### config.mk
export PLATFORM = sky130hd
export DESIGN_NAME = uart_fifo_xcvr
export DESIGN_NICKNAME = d
export VERILOG_FILES = /design/src/rtl/uart_pkg.sv /design/src/rtl/uart_sync_fifo.sv /design/src/rtl/uart_fifo_xcvr.sv
export SDC_FILE = /design/constraint.sdc
export NUM_CORES = 1
export LEC_CHECK = 0
export ABC_AREA = 1
export CAP_MARGIN = 20
export CORE_MARGIN = 3
export CORE_UTILIZATION = 50
export DETAILED_ROUTE_END_ITERATION = 7
export GPL_TIMING_DRIVEN = 0
export MAX_ROUTING_LAYER = met4
export PLACE_DENSITY = 0.63
export SLEW_MARGIN = 20
export SYNTH_ARGS = -nofsm -noshare
export SYNTH_HDL_FRONTEND = slang
export SYNTH_SLANG_ARGS = --single-unit
### constraint.sdc
create_clock -name clk -period 7 [get_ports clk]
set_input_delay 1.4 -clock clk [delete_from_list [all_inputs] [get_ports clk]]
set_output_delay 1.4 -clock clk [all_outputs]
set_load 0.03 [all_outputs]
### src/rtl/uart_pkg.sv
// Shared types and helpers for the UART FIFO transceiver.
package uart_pkg;

    localparam int DEFAULT_BAUD_DIV = 868;

    typedef enum logic [2:0] {
        RX_IDLE,
        RX_START,
        RX_DATA,
        RX_PARITY,
        RX_STOP
    } rx_state_t;

    typedef enum logic [2:0] {
        TX_IDLE,
        TX_START,
        TX_DATA,
        TX_PARITY,
        TX_STOP
    } tx_state_t;

    // One extra bit distinguishes full from empty.
    function automatic int fifo_ptr_width(input int depth);
        return $clog2(depth) + 1;
    endfunction

endpackage

### src/rtl/uart_sync_fifo.sv
// Show-ahead synchronous FIFO. A push into a full FIFO is accepted when a pop
// happens in the same cycle.
module uart_sync_fifo
    import uart_pkg::*;
#(
    parameter int WIDTH = 8,
    parameter int DEPTH = 16
) (
    input  logic                              clk,
    input  logic                              rst,
    input  logic                              push,
    input  logic [WIDTH-1:0]                  push_data,
    input  logic                              pop,
    output logic [WIDTH-1:0]                  pop_data,
    output logic                              full,
    output logic                              empty,
    output logic [fifo_ptr_width(DEPTH)-1:0]  count
);
    localparam int PW = fifo_ptr_width(DEPTH);
    localparam int AW = PW - 1;

    logic [WIDTH-1:0] mem_q [DEPTH];
    logic [PW-1:0]    wr_ptr_q, wr_ptr_d;
    logic [PW-1:0]    rd_ptr_q, rd_ptr_d;
    logic             do_push, do_pop;

    always_comb begin
        count    = wr_ptr_q - rd_ptr_q;
        empty    = (count == '0);
        full     = (count == PW'(DEPTH));
        do_pop   = pop && !empty;
        do_push  = push && (!full || do_pop);
        wr_ptr_d = wr_ptr_q + PW'(do_push);
        rd_ptr_d = rd_ptr_q + PW'(do_pop);
        pop_data = mem_q[rd_ptr_q[AW-1:0]];
    end

    always_ff @(posedge clk or posedge rst) begin
        if (rst) begin
            wr_ptr_q <= '0;
            rd_ptr_q <= '0;
        end else begin
            wr_ptr_q <= wr_ptr_d;
            rd_ptr_q <= rd_ptr_d;
        end
    end

    always_ff @(posedge clk) begin
        if (do_push) mem_q[wr_ptr_q[AW-1:0]] <= push_data;
    end

endmodule

### src/rtl/uart_fifo_xcvr.sv
// Full-duplex UART with RX/TX FIFOs, sticky errors and runtime echo.
// Optional parity bit (both directions) enabled by defining UART_PARITY_EN.
module uart_fifo_xcvr
    import uart_pkg::*;
#(
    parameter int BAUD_DIV   = DEFAULT_BAUD_DIV,
    parameter int DATA_BITS  = 8,
    parameter int STOP_BITS  = 1,
    parameter int FIFO_DEPTH = 16
) (
    input  logic                 clk,
    input  logic                 rst,
    input  logic                 uart_rx,
    output logic                 uart_tx,
    input  logic [DATA_BITS-1:0] tx_data,
    input  logic                 tx_valid,
    output logic                 tx_ready,
    output logic [DATA_BITS-1:0] rx_data,
    output logic                 rx_valid,
    input  logic                 rx_ready,
    input  logic                 echo_en,
    input  logic                 err_clr,
`ifdef UART_PARITY_EN
    input  logic                 parity_odd,
`endif
    output logic                 frame_err,
    output logic                 overrun_err,
    output logic                 parity_err,
    output logic                 rx_busy,
    output logic                 tx_busy
);
    localparam int CW = $clog2(BAUD_DIV + 1);
    localparam int PW = fifo_ptr_width(FIFO_DEPTH);
    localparam logic [CW-1:0] BAUD_C = CW'(BAUD_DIV);
    localparam logic [CW-1:0] HALF_C = CW'(BAUD_DIV / 2);
    localparam logic [CW-1:0] ONE_C  = CW'(1);

`ifdef UART_PARITY_EN
    localparam bit PARITY_EN = 1'b1;
    logic par_odd;
    assign par_odd = parity_odd;
`else
    localparam bit PARITY_EN = 1'b0;
    logic par_odd;
    assign par_odd = 1'b0;
`endif

    logic sync1_q, sync1_d, sync2_q, sync2_d;
    rx_state_t rx_state_q, rx_state_d;
    logic [CW-1:0] rx_cnt_q, rx_cnt_d;
    logic [3:0] rx_bit_q, rx_bit_d;
    logic [DATA_BITS-1:0] rx_shift_q, rx_shift_d;
    tx_state_t tx_state_q, tx_state_d;
    logic [CW-1:0] tx_cnt_q, tx_cnt_d;
    logic [3:0] tx_bit_q, tx_bit_d;
    logic [DATA_BITS-1:0] tx_shift_q, tx_shift_d;
    logic tx_par_q, tx_par_d, tx_out_q, tx_out_d;
    logic frame_err_q, frame_err_d, overrun_err_q, overrun_err_d, parity_err_q, parity_err_d;

    logic rx_sync, rx_tick, tx_tick, rx_commit, frame_set, parity_set;
    logic rx_full, rx_empty, tx_full, tx_empty, tx_push, tx_pop, rx_pop, rx_drop, tx_drop;
    logic [DATA_BITS-1:0] tx_head, tx_push_data;
    logic [PW-1:0] rx_count_unused, tx_count_unused;

    assign rx_sync = sync2_q;

    uart_sync_fifo #(.WIDTH(DATA_BITS), .DEPTH(FIFO_DEPTH)) u_rx_fifo (
        .clk(clk), .rst(rst), .push(rx_commit), .push_data(rx_shift_q),
        .pop(rx_pop), .pop_data(rx_data), .full(rx_full), .empty(rx_empty),
        .count(rx_count_unused)
    );

    uart_sync_fifo #(.WIDTH(DATA_BITS), .DEPTH(FIFO_DEPTH)) u_tx_fifo (
        .clk(clk), .rst(rst), .push(tx_push), .push_data(tx_push_data),
        .pop(tx_pop), .pop_data(tx_head), .full(tx_full), .empty(tx_empty),
        .count(tx_count_unused)
    );

    always_comb begin
        sync1_d = uart_rx;
        sync2_d = sync1_q;
        rx_pop       = rx_ready && !rx_empty;
        tx_ready     = !tx_full && !echo_en;
        tx_push      = echo_en ? rx_commit : (tx_valid && tx_ready);
        tx_push_data = echo_en ? rx_shift_q : tx_data;
        // A full FIFO still takes a byte when the head leaves in the same cycle.
        rx_drop = rx_commit && rx_full && !rx_ready;
        tx_drop = echo_en && rx_commit && tx_full && !tx_pop;
        frame_err_d   = err_clr ? 1'b0 : (frame_err_q | frame_set);
        overrun_err_d = err_clr ? 1'b0 : (overrun_err_q | rx_drop | tx_drop);
        parity_err_d  = err_clr ? 1'b0 : (parity_err_q | parity_set);
    end

    always_comb begin
        rx_state_d = rx_state_q;
        rx_cnt_d   = rx_cnt_q;
        rx_bit_d   = rx_bit_q;
        rx_shift_d = rx_shift_q;
        rx_commit  = 1'b0;
        frame_set  = 1'b0;
        parity_set = 1'b0;
        rx_tick    = (rx_cnt_q == ONE_C);
        if (rx_state_q != RX_IDLE && !rx_tick) rx_cnt_d = rx_cnt_q - ONE_C;
        case (rx_state_q)
            RX_IDLE: if (!rx_sync) begin
                rx_state_d = RX_START;
                rx_cnt_d   = HALF_C;
            end
            RX_START: if (rx_tick) begin
                rx_state_d = rx_sync ? RX_IDLE : RX_DATA;
                rx_cnt_d   = BAUD_C;
                rx_bit_d   = '0;
            end
            RX_DATA: if (rx_tick) begin
                rx_shift_d = {rx_sync, rx_shift_q[DATA_BITS-1:1]};
                rx_cnt_d   = BAUD_C;
                rx_bit_d   = rx_bit_q + 4'd1;
                if (rx_bit_q == 4'(DATA_BITS - 1))
                    rx_state_d = PARITY_EN ? RX_PARITY : RX_STOP;
            end
            RX_PARITY: if (rx_tick) begin
                parity_set = (rx_sync != ((^rx_shift_q) ^ par_odd));
                rx_state_d = RX_STOP;
                rx_cnt_d   = BAUD_C;
            end
            RX_STOP: if (rx_tick) begin
                rx_state_d = RX_IDLE;
                rx_commit  = rx_sync;
                frame_set  = !rx_sync;
            end
            default: rx_state_d = RX_IDLE;
        endcase
    end

    always_comb begin
        tx_state_d = tx_state_q;
        tx_cnt_d   = tx_cnt_q;
        tx_bit_d   = tx_bit_q;
        tx_shift_d = tx_shift_q;
        tx_par_d   = tx_par_q;
        tx_pop     = 1'b0;
        tx_out_d   = 1'b1;
        tx_tick    = (tx_cnt_q == ONE_C);
        if (tx_state_q != TX_IDLE && !tx_tick) tx_cnt_d = tx_cnt_q - ONE_C;
        case (tx_state_q)
            TX_IDLE: if (!tx_empty) begin
                tx_pop     = 1'b1;
                tx_shift_d = tx_head;
                tx_par_d   = (^tx_head) ^ par_odd;
                tx_state_d = TX_START;
                tx_cnt_d   = BAUD_C;
            end
            TX_START: begin
                tx_out_d = 1'b0;
                if (tx_tick) begin
                    tx_state_d = TX_DATA;
                    tx_cnt_d   = BAUD_C;
                    tx_bit_d   = '0;
                end
            end
            TX_DATA: begin
                tx_out_d = tx_shift_q[0];
                if (tx_tick) begin
                    tx_shift_d = tx_shift_q >> 1;
                    tx_cnt_d   = BAUD_C;
                    tx_bit_d   = tx_bit_q + 4'd1;
                    if (tx_bit_q == 4'(DATA_BITS - 1)) begin
                        tx_state_d = PARITY_EN ? TX_PARITY : TX_STOP;
                        tx_bit_d   = '0;
                    end
                end
            end
            TX_PARITY: begin
                tx_out_d = tx_par_q;
                if (tx_tick) begin
                    tx_state_d = TX_STOP;
                    tx_cnt_d   = BAUD_C;
                end
            end
            TX_STOP: if (tx_tick) begin
                tx_cnt_d = BAUD_C;
                tx_bit_d = tx_bit_q + 4'd1;
                if (tx_bit_q == 4'(STOP_BITS - 1)) begin
                    // Chain straight into the next start bit when more data waits.
                    if (!tx_empty) begin
                        tx_pop     = 1'b1;
                        tx_shift_d = tx_head;
                        tx_par_d   = (^tx_head) ^ par_odd;
                        tx_state_d = TX_START;
                    end else begin
                        tx_state_d = TX_IDLE;
                    end
                end
            end
            default: tx_state_d = TX_IDLE;
        endcase
    end

    always_ff @(posedge clk or posedge rst) begin
        if (rst) begin
            sync1_q       <= 1'b1;
            sync2_q       <= 1'b1;
            rx_state_q    <= RX_IDLE;
            rx_cnt_q      <= '0;
            rx_bit_q      <= '0;
            rx_shift_q    <= '0;
            tx_state_q    <= TX_IDLE;
            tx_cnt_q      <= '0;
            tx_bit_q      <= '0;
            tx_shift_q    <= '0;
            tx_par_q      <= 1'b0;
            tx_out_q      <= 1'b1;
            frame_err_q   <= 1'b0;
            overrun_err_q <= 1'b0;
            parity_err_q  <= 1'b0;
        end else begin
            sync1_q       <= sync1_d;
            sync2_q       <= sync2_d;
            rx_state_q    <= rx_state_d;
            rx_cnt_q      <= rx_cnt_d;
            rx_bit_q      <= rx_bit_d;
            rx_shift_q    <= rx_shift_d;
            tx_state_q    <= tx_state_d;
            tx_cnt_q      <= tx_cnt_d;
            tx_bit_q      <= tx_bit_d;
            tx_shift_q    <= tx_shift_d;
            tx_par_q      <= tx_par_d;
            tx_out_q      <= tx_out_d;
            frame_err_q   <= frame_err_d;
            overrun_err_q <= overrun_err_d;
            parity_err_q  <= parity_err_d;
        end
    end

    assign uart_tx     = tx_out_q;
    assign rx_valid    = !rx_empty;
    assign rx_busy     = (rx_state_q != RX_IDLE);
    assign tx_busy     = (tx_state_q != TX_IDLE);
    assign frame_err   = frame_err_q;
    assign overrun_err = overrun_err_q;
    assign parity_err  = PARITY_EN ? parity_err_q : 1'b0;

endmodule
==> results.ini <==
[run_status]
outcome=completed

[synth]
synthDominantCellAreaShare_pct=51.6
synth-compound-area-share_pct=8.03
syn-num-nets=1492
synth-main-ff-cell=edfxtp_1
synth_xor_xnor_area_share_pct=1.87
ys_seq_area_share_pct=64.4
netlist-cell-type-count=44
synth_top_family_by_area=simple AND/OR/NAND/NOR gates
synthMostInstantiatedCell=nand2_1
synth_edf_count=256
netlist_area_sq_mm=0.0149
synthSimpleGateAreaFrac_pct=17.8
yosysWarnings=0
synthArstFlopShare_pct=22.9
synthAdderAreaFrac_pct=1.93
ys_ff_latch=332
avgSynthCellArea_sq_um=10.2
synth_mux_area_share_pct=0
synth_top_area_cell=edfxtp_1
ys_top_cells_by_area=edfxtp_1, dfrtp_1, nand2_1
synthTopCellsByCount=nand2_1, edfxtp_1, nor2_1, inv_1, o21ai_0
syn_inst=1454

[global_route]
antenna_found_initial=1
grt_max_degree=47
grt_overflow_total=0
grt_pass1_vias=10236
grt_pass1_wl_mm=56.7
grt_usage_pct=23.8

[floorplanning]
die_height_um=179
rows=62
dieArea_sq_mm=0.0319
die_w_um=179
pin_count=31
core_area_sq_mm=0.0290
start_util_pct=51.3

[finish]
fin_nets=1566
multiInputGateArea_sq_mm=0.00445
stdcell_area_sq_mm=0.0170
syn_to_final_growth_pct=13.8
n_antenna_cell=0
layoutNonFillerInstCount=1937
drive_above_1_share_pct=9.21
post-route-util_pct=58.4
seq_area_sq_mm=0.00959
fill_cells=2495

[sta]
worst_pin_slew_ps=1090
fmax_ghz=0.193
slew-limit-headroom_pct=26.8
finalHoldViolations=0
slew_viol_final=0
fin_skew_ps=21.1
tns_ps=0
finalSetupViolCount=0
grt_setup_unrepaired=no
layout_min_cycle_time_ps=5190
post-route-period-util_pct=74.1

[power]
ir_worst_vdd_mv=0.186
power.density_mw_per_mm2=314
leakagePower_nw=7.11
p_total_mw=5.32

[placement]
place_area_sq_mm=0.0158
hpwl_mm=23.9
gp_congestion=0.887
portBuffers=29
dp_cells=1874

[drt]
vias=10322
routed_wl_mm=35.6
drt-wirelength-per-cell_um=18.4
drc=0
detail_route.vias_per_cell=5.33
drtAntennaViolNets=0
dr.pass1.iters=5
drt-initial-drc-count=921

[worst_setup_path]
r2r_cells=13
endpoint_kind=output port
cp.arrival_ps=3790
path_max_fanout=10
worstPathRequired_ps=5600
start_kind=register
critPathKind=register to output port

[clocking]
cts.clk_slew.worst_paths_ps=60
cts_hold_buf=0
clk_latency_ps=520
cts-root-buf=clkbuf_16
cts_buffer_depth=3
cts_buffers=36
htree_num_levels=2
cts.sinks=332
cts_setup_buffers=0
ctsResizeCount=0
cts_tree=done

[worst_hold_path]
min_path_cells=0
hold_path.class=register to register

[flow_run]
cap_violations=0

## stage by stage
step           setup WS [ps]  hold WS, ps
3_3_place_gp            2240          348
2_1_floorplan           3480          345
5_1_grt                 1580          381
4_1_cts                 1780          370
3_5_place_dp            2360          348
6_report                1810          368
## final cells by class
cell class | count | area share, %
Sequential cell | 332 | 56.6
Multi-Input combinational cell | 906 | 26.2
Clock buffer | 45 | 5.76
Inverter | 166 | 3.69
Tap cell | 384 | 2.83
Timing Repair Buffer | 36 | 2.30
Buffer | 50 | 1.51
Clock inverter | 18 | 1.10
## worst max-delay path: stages, from the launching register on
cell             delay, ps
dfrtp_1                510
inv_1                  220
clkbuf_1               450
ha_1                   340
inv_1                   60
o21bai_1                80
nand2_1                 70
nand2_1                 70
xor2_1                 140
nor3_1                 570
nand2_1                150
clkdlybuf4s50_1        620
## routing by layer
metal | vias up | global-route usage, % | part of all wire (%)
met5 | - | - | 0
met4 | 0 | 9.12 | 4.1
met3 | 101 | 3.19 | 5.7
met2 | 304 | 38.5 | 48
met1 | 4890 | 30.8 | 42
li1 | 5027 | - | -
## cell families (layout without fill, tap and decap cells)
family,after synthesis,count (layout)
and+or+nand+nor,641,641
DFF,332,332
buffers and inverters,216,315
AOI/OAI and AO/OA,210,210
xor gates and xnor gates,31,31
adders and majority gates,23,23
other,1,1
## layout by cell type, fill, tap and decap left out, types with 13 or more instances in the layout
cell	n
ha_1	23
nand3_1	83
inv_2	15
buf_2	15
inv_1	146
edfxtp_1	256
o21ai_0	117
o22ai_1	21
clkdlybuf4s50_1	29
nor2_1	194
clkbuf_1	31
xor2_1	23
nor2_2	13
clkbuf_16	37
a21oi_1	14
o21ai_1	19
dfrtp_1	73
nand2_1	324
o221ai_1	13
## path summary, 6_finish.rpt
kind                                               endpoint                            start  slack (ps)
setup reg to reg           u_rx_fifo.mem_q[11][5]$_DFFE_PP_  u_rx_fifo.rd_ptr_q[1]$_DFF_PP0_        3210
setup / recovery                                   rx_valid  u_rx_fifo.rd_ptr_q[1]$_DFF_PP0_        1810
max in group asynchronous                 rx_sync$_DFF_PP1_                              rst        5110
hold reg to reg                           rx_sync$_DFF_PP1_                sync1_q$_DFF_PP1_         370
min in group asynchronous         tx_state_q[0]$_DFFE_PP0P_                              rst        1240
hold / removal                            rx_sync$_DFF_PP1_                sync1_q$_DFF_PP1_         370
## where the power goes
part | leakage (nW) | switching [mW] | internal, mW
sequential | 3.61 | 0.0465 | 2.19
combinational | 2.92 | 0.816 | 0.391
clock | 0.582 | 0.749 | 1.13
## registers in the layout, indices dropped and copies added, names as in the netlist
register / flops
frame_err: 1
overrun_err: 1
rx_bit_q: 4
rx_cnt_q: 10
rx_shift_q: 8
rx_state_q: 3
rx_sync: 1
sync1_q: 1
tx_bit_q: 4
tx_cnt_q: 10
tx_par_q: 1
tx_shift_q: 8
tx_state_q: 3
u_rx_fifo.mem_q: 128
u_rx_fifo.rd_ptr_q: 5
u_rx_fifo.wr_ptr_q: 5
u_tx_fifo.mem_q: 128
u_tx_fifo.rd_ptr_q: 5
u_tx_fifo.wr_ptr_q: 5
uart_tx: 1
No activity file was read; power rests on OpenSTA's default activity.
